[config.mk]
export PLATFORM = sky130hd
export DESIGN_NAME = adc_decim_gain_buf_flat
export DESIGN_NICKNAME = d
export VERILOG_FILES = /design/src/rtl/adc_intf_pkg.sv /design/src/rtl/adc_decim_gain_buf_if.sv /design/src/rtl/adc_sync_fifo.sv /design/src/rtl/adc_decim_gain_buf.sv /design/src/flat_wrapper.sv
export SDC_FILE = /design/constraint.sdc
export NUM_CORES = 2
export LEC_CHECK = 0
export BUFFER_PORTS_ARGS = -buffer_cell sky130_fd_sc_hd__buf_2
export CORE_UTILIZATION = 62
export DETAILED_ROUTE_END_ITERATION = 7
export PLACE_DENSITY = 0.85
export SYNTH_ARGS = -nofsm -noshare
export SYNTH_HDL_FRONTEND = slang
export SYNTH_HIERARCHICAL = 1
export SYNTH_SLANG_ARGS = --single-unit
[constraint.sdc]
create_clock -name adc_clk -period 5.21 [get_ports adc_clk]
set_clock_uncertainty 0.2 [all_clocks]
set_input_delay 0.521 -clock adc_clk [delete_from_list [all_inputs] [get_ports adc_clk]]
set_output_delay 0.521 -clock adc_clk [all_outputs]
set_load 0.02 [all_outputs]
[src/rtl/adc_intf_pkg.sv]
// rtl/adc_intf_pkg.sv - shared decimation encodings and lane saturation helpers
// Imported by the ADC decimate/gain/buffer block and its sub-modules.
package adc_intf_pkg;

  typedef enum logic [1:0] {
    DECIM_BY_1 = 2'd0,
    DECIM_BY_2 = 2'd1,
    DECIM_BY_4 = 2'd2,
    DECIM_BY_8 = 2'd3
  } decim_sel_e;

  localparam int DECIM_CNT_WIDTH = 3;
  localparam int GAIN_SHIFT_MAX  = 7;

  // Last counter value before wrap, i.e. N-1 for the selected factor N.
  function automatic logic [DECIM_CNT_WIDTH-1:0] decim_last(input logic [1:0] sel);
    logic [DECIM_CNT_WIDTH-1:0] last;
    case (decim_sel_e'(sel))
      DECIM_BY_1: last = 3'd0;
      DECIM_BY_2: last = 3'd1;
      DECIM_BY_4: last = 3'd3;
      DECIM_BY_8: last = 3'd7;
      default:    last = 3'd0;
    endcase
    return last;
  endfunction

  function automatic longint sat_max(input int width);
    return (64'sd1 <<< (width - 1)) - 64'sd1;
  endfunction

  function automatic longint sat_min(input int width);
    return -(64'sd1 <<< (width - 1));
  endfunction

endpackage

[src/rtl/adc_decim_gain_buf_if.sv]
// rtl/adc_decim_gain_buf_if.sv - sample input stream and buffered output stream
// master drives samples and consumes the buffer head; slave is the datapath.
interface adc_decim_gain_buf_if #(
  parameter int IQ_DATA_WIDTH = 16,
  parameter int NUM_CH        = 2
);
  localparam int DATA_W = 2 * NUM_CH * IQ_DATA_WIDTH;

  logic [DATA_W-1:0] adc_data;
  logic              adc_valid;
  logic [DATA_W-1:0] data_out;
  logic              data_out_valid;
  logic              data_out_ready;

  modport master (
    output adc_data,
    output adc_valid,
    output data_out_ready,
    input  data_out,
    input  data_out_valid
  );

  modport slave (
    input  adc_data,
    input  adc_valid,
    input  data_out_ready,
    output data_out,
    output data_out_valid
  );

endinterface

[src/rtl/adc_sync_fifo.sv]
// rtl/adc_sync_fifo.sv - single-clock first-word-fall-through sample buffer
// Head is presented combinationally from storage; no write-to-read bypass.
module adc_sync_fifo #(
  parameter int DATA_WIDTH = 64,
  parameter int DEPTH      = 32
) (
  input  logic                    clk,
  input  logic                    rst,
  input  logic [DATA_WIDTH-1:0]   s_tdata,
  input  logic                    s_tvalid,
  output logic                    s_drop,
  output logic [DATA_WIDTH-1:0]   m_tdata,
  output logic                    m_tvalid,
  input  logic                    m_tready,
  output logic [$clog2(DEPTH):0]  level
);

  localparam int PTR_W = $clog2(DEPTH);
  localparam int LVL_W = PTR_W + 1;

  logic [DATA_WIDTH-1:0] mem_q [DEPTH];
  logic [PTR_W-1:0]      wr_ptr_q, wr_ptr_d;
  logic [PTR_W-1:0]      rd_ptr_q, rd_ptr_d;
  logic [LVL_W-1:0]      level_q, level_d;
  logic                  empty, full, push, pop;

  // A full buffer still accepts a write when the head leaves in the same cycle.
  always_comb begin
    empty    = (level_q == '0);
    full     = (level_q == LVL_W'(DEPTH));
    pop      = !empty && m_tready;
    push     = s_tvalid && (!full || pop);
    s_drop   = s_tvalid && !push;
    wr_ptr_d = push ? wr_ptr_q + PTR_W'(1) : wr_ptr_q;
    rd_ptr_d = pop  ? rd_ptr_q + PTR_W'(1) : rd_ptr_q;
    level_d  = level_q + LVL_W'(push) - LVL_W'(pop);
  end

  always_ff @(posedge clk or posedge rst) begin
    if (rst) begin
      wr_ptr_q <= '0;
      rd_ptr_q <= '0;
      level_q  <= '0;
    end else begin
      wr_ptr_q <= wr_ptr_d;
      rd_ptr_q <= rd_ptr_d;
      level_q  <= level_d;
    end
  end

  always_ff @(posedge clk) begin
    if (push) begin
      mem_q[wr_ptr_q] <= s_tdata;
    end
  end

  assign m_tvalid = !empty;
  assign m_tdata  = empty ? '0 : mem_q[rd_ptr_q];
  assign level    = level_q;

endmodule

[src/rtl/adc_decim_gain_buf.sv]
// rtl/adc_decim_gain_buf.sv - ADC IQ decimator with saturating gain and output buffer
// Kept samples pass a one-stage gain register, then enter the FWFT buffer.
module adc_decim_gain_buf
  import adc_intf_pkg::*;
#(
  parameter int IQ_DATA_WIDTH = 16,
  parameter int NUM_CH        = 2,
  parameter int FIFO_DEPTH    = 32,
  parameter int OVF_CNT_WIDTH = 16
) (
  input  logic                         adc_clk,
  input  logic                         adc_rst,
  adc_decim_gain_buf_if.slave          bus,
  input  logic [1:0]                   decim_sel,
  input  logic [2:0]                   bb_gain,
  input  logic                         ovf_clr,
  output logic [$clog2(FIFO_DEPTH):0]  fifo_level,
  output logic [OVF_CNT_WIDTH-1:0]     ovf_count
);

  localparam int LANES  = 2 * NUM_CH;
  localparam int DATA_W = LANES * IQ_DATA_WIDTH;
  localparam int EXT_W  = IQ_DATA_WIDTH + GAIN_SHIFT_MAX;

  localparam logic signed [EXT_W-1:0] LANE_MAX = EXT_W'(sat_max(IQ_DATA_WIDTH));
  localparam logic signed [EXT_W-1:0] LANE_MIN = EXT_W'(sat_min(IQ_DATA_WIDTH));

  logic [DECIM_CNT_WIDTH-1:0] decim_cnt_q, decim_cnt_d;
  logic                       keep;
  logic                       gain_valid_q, gain_valid_d;
  logic [DATA_W-1:0]          gain_data_q, gain_data_d;
  logic [OVF_CNT_WIDTH-1:0]   ovf_count_q, ovf_count_d;
  logic signed [EXT_W-1:0]    lane_ext;
  logic                       fifo_drop;

  // A counter left above a newly selected N-1 wraps on the next valid sample.
  always_comb begin
    decim_cnt_d = decim_cnt_q;
    keep        = 1'b0;
    if (bus.adc_valid) begin
      keep        = (decim_cnt_q == '0);
      decim_cnt_d = (decim_cnt_q >= decim_last(decim_sel)) ? '0
                                                           : decim_cnt_q + DECIM_CNT_WIDTH'(1);
    end
  end

  always_comb begin
    gain_valid_d = keep;
    gain_data_d  = gain_data_q;
    lane_ext     = '0;
    if (keep) begin
      for (int k = 0; k < LANES; k++) begin
        lane_ext = {{GAIN_SHIFT_MAX{bus.adc_data[k*IQ_DATA_WIDTH + IQ_DATA_WIDTH - 1]}},
                    bus.adc_data[k*IQ_DATA_WIDTH +: IQ_DATA_WIDTH]};
        lane_ext = lane_ext <<< bb_gain;
        if (lane_ext > LANE_MAX) begin
          gain_data_d[k*IQ_DATA_WIDTH +: IQ_DATA_WIDTH] = LANE_MAX[IQ_DATA_WIDTH-1:0];
        end else if (lane_ext < LANE_MIN) begin
          gain_data_d[k*IQ_DATA_WIDTH +: IQ_DATA_WIDTH] = LANE_MIN[IQ_DATA_WIDTH-1:0];
        end else begin
          gain_data_d[k*IQ_DATA_WIDTH +: IQ_DATA_WIDTH] = lane_ext[IQ_DATA_WIDTH-1:0];
        end
      end
    end
  end

  // Clear wins over increment, but a drop in the clear cycle is still counted.
  always_comb begin
    ovf_count_d = ovf_count_q;
    if (ovf_clr) begin
      ovf_count_d = fifo_drop ? OVF_CNT_WIDTH'(1) : '0;
    end else if (fifo_drop && (ovf_count_q != '1)) begin
      ovf_count_d = ovf_count_q + OVF_CNT_WIDTH'(1);
    end
  end

  always_ff @(posedge adc_clk or posedge adc_rst) begin
    if (adc_rst) begin
      decim_cnt_q  <= '0;
      gain_valid_q <= 1'b0;
      gain_data_q  <= '0;
      ovf_count_q  <= '0;
    end else begin
      decim_cnt_q  <= decim_cnt_d;
      gain_valid_q <= gain_valid_d;
      gain_data_q  <= gain_data_d;
      ovf_count_q  <= ovf_count_d;
    end
  end

  adc_sync_fifo #(
    .DATA_WIDTH (DATA_W),
    .DEPTH      (FIFO_DEPTH)
  ) u_fifo (
    .clk      (adc_clk),
    .rst      (adc_rst),
    .s_tdata  (gain_data_q),
    .s_tvalid (gain_valid_q),
    .s_drop   (fifo_drop),
    .m_tdata  (bus.data_out),
    .m_tvalid (bus.data_out_valid),
    .m_tready (bus.data_out_ready),
    .level    (fifo_level)
  );

  assign ovf_count = ovf_count_q;

endmodule
[src/flat_wrapper.sv]
// flat-port wrapper written by rule: the top's interface ports become plain ports
module adc_decim_gain_buf_flat import adc_intf_pkg::*;
#(
  parameter int IQ_DATA_WIDTH = 16,
  parameter int NUM_CH        = 2,
  parameter int FIFO_DEPTH    = 32,
  parameter int OVF_CNT_WIDTH = 16
)
  (adc_clk, adc_rst, decim_sel, bb_gain, ovf_clr, fifo_level, ovf_count, bus_adc_data, bus_adc_valid, bus_data_out_ready, bus_data_out, bus_data_out_valid);
  adc_decim_gain_buf_if #(.IQ_DATA_WIDTH(IQ_DATA_WIDTH), .NUM_CH(NUM_CH)) bus_i ();
  input  logic adc_clk;
  input  logic adc_rst;
  input  logic [1:0] decim_sel;
  input  logic [2:0] bb_gain;
  input  logic ovf_clr;
  output logic [$clog2(FIFO_DEPTH):0] fifo_level;
  output logic [OVF_CNT_WIDTH-1:0] ovf_count;
  input wire logic [$bits(bus_i.adc_data)-1:0] bus_adc_data;
  input wire logic [$bits(bus_i.adc_valid)-1:0] bus_adc_valid;
  input wire logic [$bits(bus_i.data_out_ready)-1:0] bus_data_out_ready;
  output wire logic [$bits(bus_i.data_out)-1:0] bus_data_out;
  output wire logic [$bits(bus_i.data_out_valid)-1:0] bus_data_out_valid;
  assign bus_i.adc_data = bus_adc_data;
  assign bus_i.adc_valid = bus_adc_valid;
  assign bus_i.data_out_ready = bus_data_out_ready;
  assign bus_data_out = bus_i.data_out;
  assign bus_data_out_valid = bus_i.data_out_valid;
  adc_decim_gain_buf #(.IQ_DATA_WIDTH(IQ_DATA_WIDTH), .NUM_CH(NUM_CH), .FIFO_DEPTH(FIFO_DEPTH), .OVF_CNT_WIDTH(OVF_CNT_WIDTH)) u_core (.adc_clk(adc_clk), .adc_rst(adc_rst), .bus(bus_i), .decim_sel(decim_sel), .bb_gain(bb_gain), .ovf_clr(ovf_clr), .fifo_level(fifo_level), .ovf_count(ovf_count));
endmodule
==> impl_metrics.csv <==
group,metric,value,unit
run_status,status,"finished with violations",
run_status,violations,"design-rule violations",
synthesis,async_flop_share,4.66,%
floorplan,die_area,0.140,mm^2
clock_tree,path_clk_slew,0.06,ns
floorplan,io_pins,161,
drt,ant_nets,0,
drt,drt_iter0_markers,8535,
global_routing,grt_pass1_vias,48900,
clock_tree,clockBufferDepth,3,
power,seq_power_share,45.2,%
critical_path,critPathMostFrequentCell,"buf_4",
critical_path,cp.buffers_inverters,4,
sta,rsz0062_at_grt,"no",
floorplan,die_w,374,um
critical_path,worstSetupEndpointType,"output port",
layout,drive_gt1_share,23.1,%
critical_path,r2r_cells,7,
sta,worstMarginPinSlew,1.39,ns
synthesis,netlist.area_leader.share,71.6,%
power,p_leak,31.5,nW
critical_path,critical_path.max_stage_delay,0.92,ns
drt,wl,244000,um
sta,period_share,92.7,%
synthesis,ys_ff_latch,2148,
clock_tree,h-tree-depth,4,
power,pwr_density_cell,575,mW/mm^2
sta,slew-limit-headroom,7.49,%
critical_path,critPathRequiredTime,4.49,ns
layout,layoutNonFillerInstCount,6584,
power,ir_drop,0.717,mV
worst_hold_path,hp-class,"primary input to flip-flop",
drt,drc,18,
clock_tree,cts-root-buf,"clkbuf_16",
floorplan,fp-row-count,136,
critical_path,cp.arrival,4.11,ns
critical_path,slowest_stage,"dfrtp_4",
synthesis,seq_area_frac_synth,74.5,%
drt,routedWlPerCell,37.0,um
global_routing,grt_max_degree,140,
critical_path,crit_cells,8,
sta,slew_violations,0,
sta,max_freq,207,MHz
synthesis,synth_area,0.0859,mm^2
place,gp_congestion,0.933,
place,numPortBuffers,160,
place,hpwl,123000,um
global_routing,grt_usage,34.9,%
power,p_comb_share,28.6,%
synthesis,synth_nets,4469,
floorplan,fp.dieH,374,um
critical_path,crit_chain,"buf_12 -> buf_4 -> buf_4 -> mux4_2 -> mux2i_1 -> or2_2 -> a211oi_1 -> buf_2",
sta,setup_violations,0,
sta,finalHoldViolCount,0,
synthesis,synth_cells,4375,
synthesis,synth_area_leaders,"edfxtp_1, mux4_2, mux2i_1",
layout,layout_common_cells,"edfxtp_1, mux2i_1, mux4_2, clkbuf_16, buf_2",
power,power.switching,18.7,mW
power,p_clk_share,26.2,%
clock_tree,cts_tree,"built",
place,place_inst,6192,
synthesis,yosysTopAreaCell,"edfxtp_1",
synthesis,synth-edff-count,2048,
job,cap_violations,0,
synthesis,yosysWarnings,6,
drt,viasPerCell,7.39,
power,p_sw_share,33.9,%
critical_path,startpoint_type,"flip-flop",
drt,vias,48700,
floorplan,coreArea,0.137,mm^2
synthesis,ys.flop_type,"edfxtp_1",
critical_path,critPathMaxFanout,34,
critical_path,crit_type,"flip-flop to output port",
global_routing,grt_overflow,0,
floorplan,start_util,62.5,%
layout,fin_nets,4704,
clock_tree,numCtsBuffers,194,
sta,fin_crit,4.83,ns
global_routing,grt_pass1_wl,344000,um
clock_tree,cts_resized,0,
clock_tree,cts.sinks,2148,
global_routing,antenna_found_initial,49,
drt,firstDrtPassIters,8,
layout,final_common_cell,"edfxtp_1",
worst_hold_path,min_delay_path_depth,6,
synthesis,avgSynthCellArea,19.6,um^2
clock_tree,clk_latency,0.86,ns
layout,syn_to_final_growth,11.5,%
synthesis,ys_types,68,
power,internal_power,36.4,mW
critical_path,crit_family,"buffers and inverters",
sta,finalSetupTns,0,ns
-- cell type report --
cell class / instances / area (um^2)
flip-flops and latches: 2148 / 64000
fillers: 7511 / 41700
clock inverters: 128 / 1340
inverters: 29 / 113
well taps: 1794 / 2240
clock buffers: 232 / 5020
multi-input cells: 1927 / 20600
diodes: 16 / 40.0
repair buffers: 310 / 2410
-- worst paths after layout --
path | to | slack [ns] | from
min in group asynchronous | u_core/u_fifo/level[1]$_DFF_PP0_ | 0.15 | adc_rst
max in group asynchronous | u_core/gain_data_q[17]$_DFFE_PP0P_ | 3.72 | adc_rst
setup / recovery | bus_data_out[15] | 0.38 | u_core/u_fifo/rd_ptr_q[0]$_DFFE_PP0N_
hold / removal | u_core/decim_cnt_q[0]$_DFFE_PP0P_ | 0.03 | decim_sel[0]
setup reg to reg | u_core/u_fifo/mem_q[27][2]$_DFFE_PP_ | 1.29 | u_core/u_fifo/level[4]$_DFF_PP0_
hold reg to reg | u_core/u_fifo/level[0]$_DFF_PP0_ | 0.34 | u_core/u_fifo/level[0]$_DFF_PP0_
-- metal layers --
layer	vias to the layer above	GRT usage, %	part of all wire, %
met5	-	0.240	0.17
met4	62	17.7	5.9
met3	975	13.0	16
met2	4767	53.5	46
met1	24400	44.0	32
li1	18500	-	-
-- worst reg2reg max path, stage by stage (launching register included) --
cell	delay (ns)
dfrtp_1	0.35
inv_1	0.08
ha_1	0.21
nand2b_1	0.17
a41oi_2	0.47
nand2_1	0.63
nor2_4	0.92
buf_4	0.50
-- Yosys cell counts (9+ instances only) --
library cell / number
buf_4: 42
a22oi_1: 12
a211oi_1: 91
mux4_2: 368
o21ai_0: 41
nor2_1: 121
clkbuf_1: 123
or2_2: 31
mux2i_1: 439
nor3_1: 9
inv_1: 25
nor2b_1: 13
and2_1: 68
xnor2_1: 13
a311oi_2: 20
a21oi_1: 85
edfxtp_1: 2048
ha_1: 19
o221ai_1: 94
nand3_1: 16
a221oi_1: 88
mux2_2: 50
buf_6: 23
nand4_1: 11
dfrtp_1: 100
nand2b_1: 61
nand2_1: 118
o22a_1: 25
buf_2: 54
buf_1: 23
o21ai_1: 37
a31oi_1: 13
xor2_1: 11
-- cell families (layout without fill, tap and decap cells) --
kind of cell,Yosys count,after routing,synth area share (%)
flip-flops,2148,2148,74.5
adder cells (fa/ha/maj),20,20,0.300
other,0,16,0
AND/OR/NAND/NOR,475,475,2.76
buffers and inverters,300,699,1.85
XOR/XNOR,24,24,0.245
multiplexers,857,857,15.4
AO/OA/AOI/OAI,551,551,4.89
-- state kept, by name, indices dropped and copies added (netlist names) --
signal                  cells
u_core/decim_cnt_q          3
u_core/gain_data_q         64
u_core/gain_valid_q         1
u_core/ovf_count           16
u_core/u_fifo/level         6
u_core/u_fifo/mem_q      2048
u_core/u_fifo/rd_ptr_q      5
u_core/u_fifo/wr_ptr_q      5
-- per-stage QoR --
stage          instance area (um^2)  total power, mW  setup WS [ns]  util, %  hold slack, ns
2_1_floorplan                 85900             34.5          0.252        -           0.235
3_3_place_gp                  89200             39.5           1.44     64.9           0.324
3_5_place_dp                  89200             40.2           1.36     64.9           0.330
4_1_cts                       95700             54.7          0.353     69.6         0.00263
5_1_grt                       95700             56.3          0.306     69.6          0.0803
6_report                      95800             55.1          0.380     69.6          0.0331
-- power by group through the flow --
stage | Combinational [mW] | Sequential [mW] | Clock (mW)
after global placement | 14.7 | 24.8 | 0
after global routing | 16.2 | 25.0 | 15.1
after floorplan | 10.7 | 23.8 | 0
final | 15.8 | 24.9 | 14.4
after detailed placement | 15.1 | 25.1 | 0
after CTS | 15.5 | 24.8 | 14.5
-- what timing repair did --
| action | 4_1_cts | 5_1_grt |
|---|---|---|
| endpoints found under the hold margin | 137 | 0 |
| endpoints found under the setup margin | 0 | 0 |
| buffers inserted | 0 | 0 |
| hold buffers | 16 | 0 |
Power figures use the tool's default switching activity.
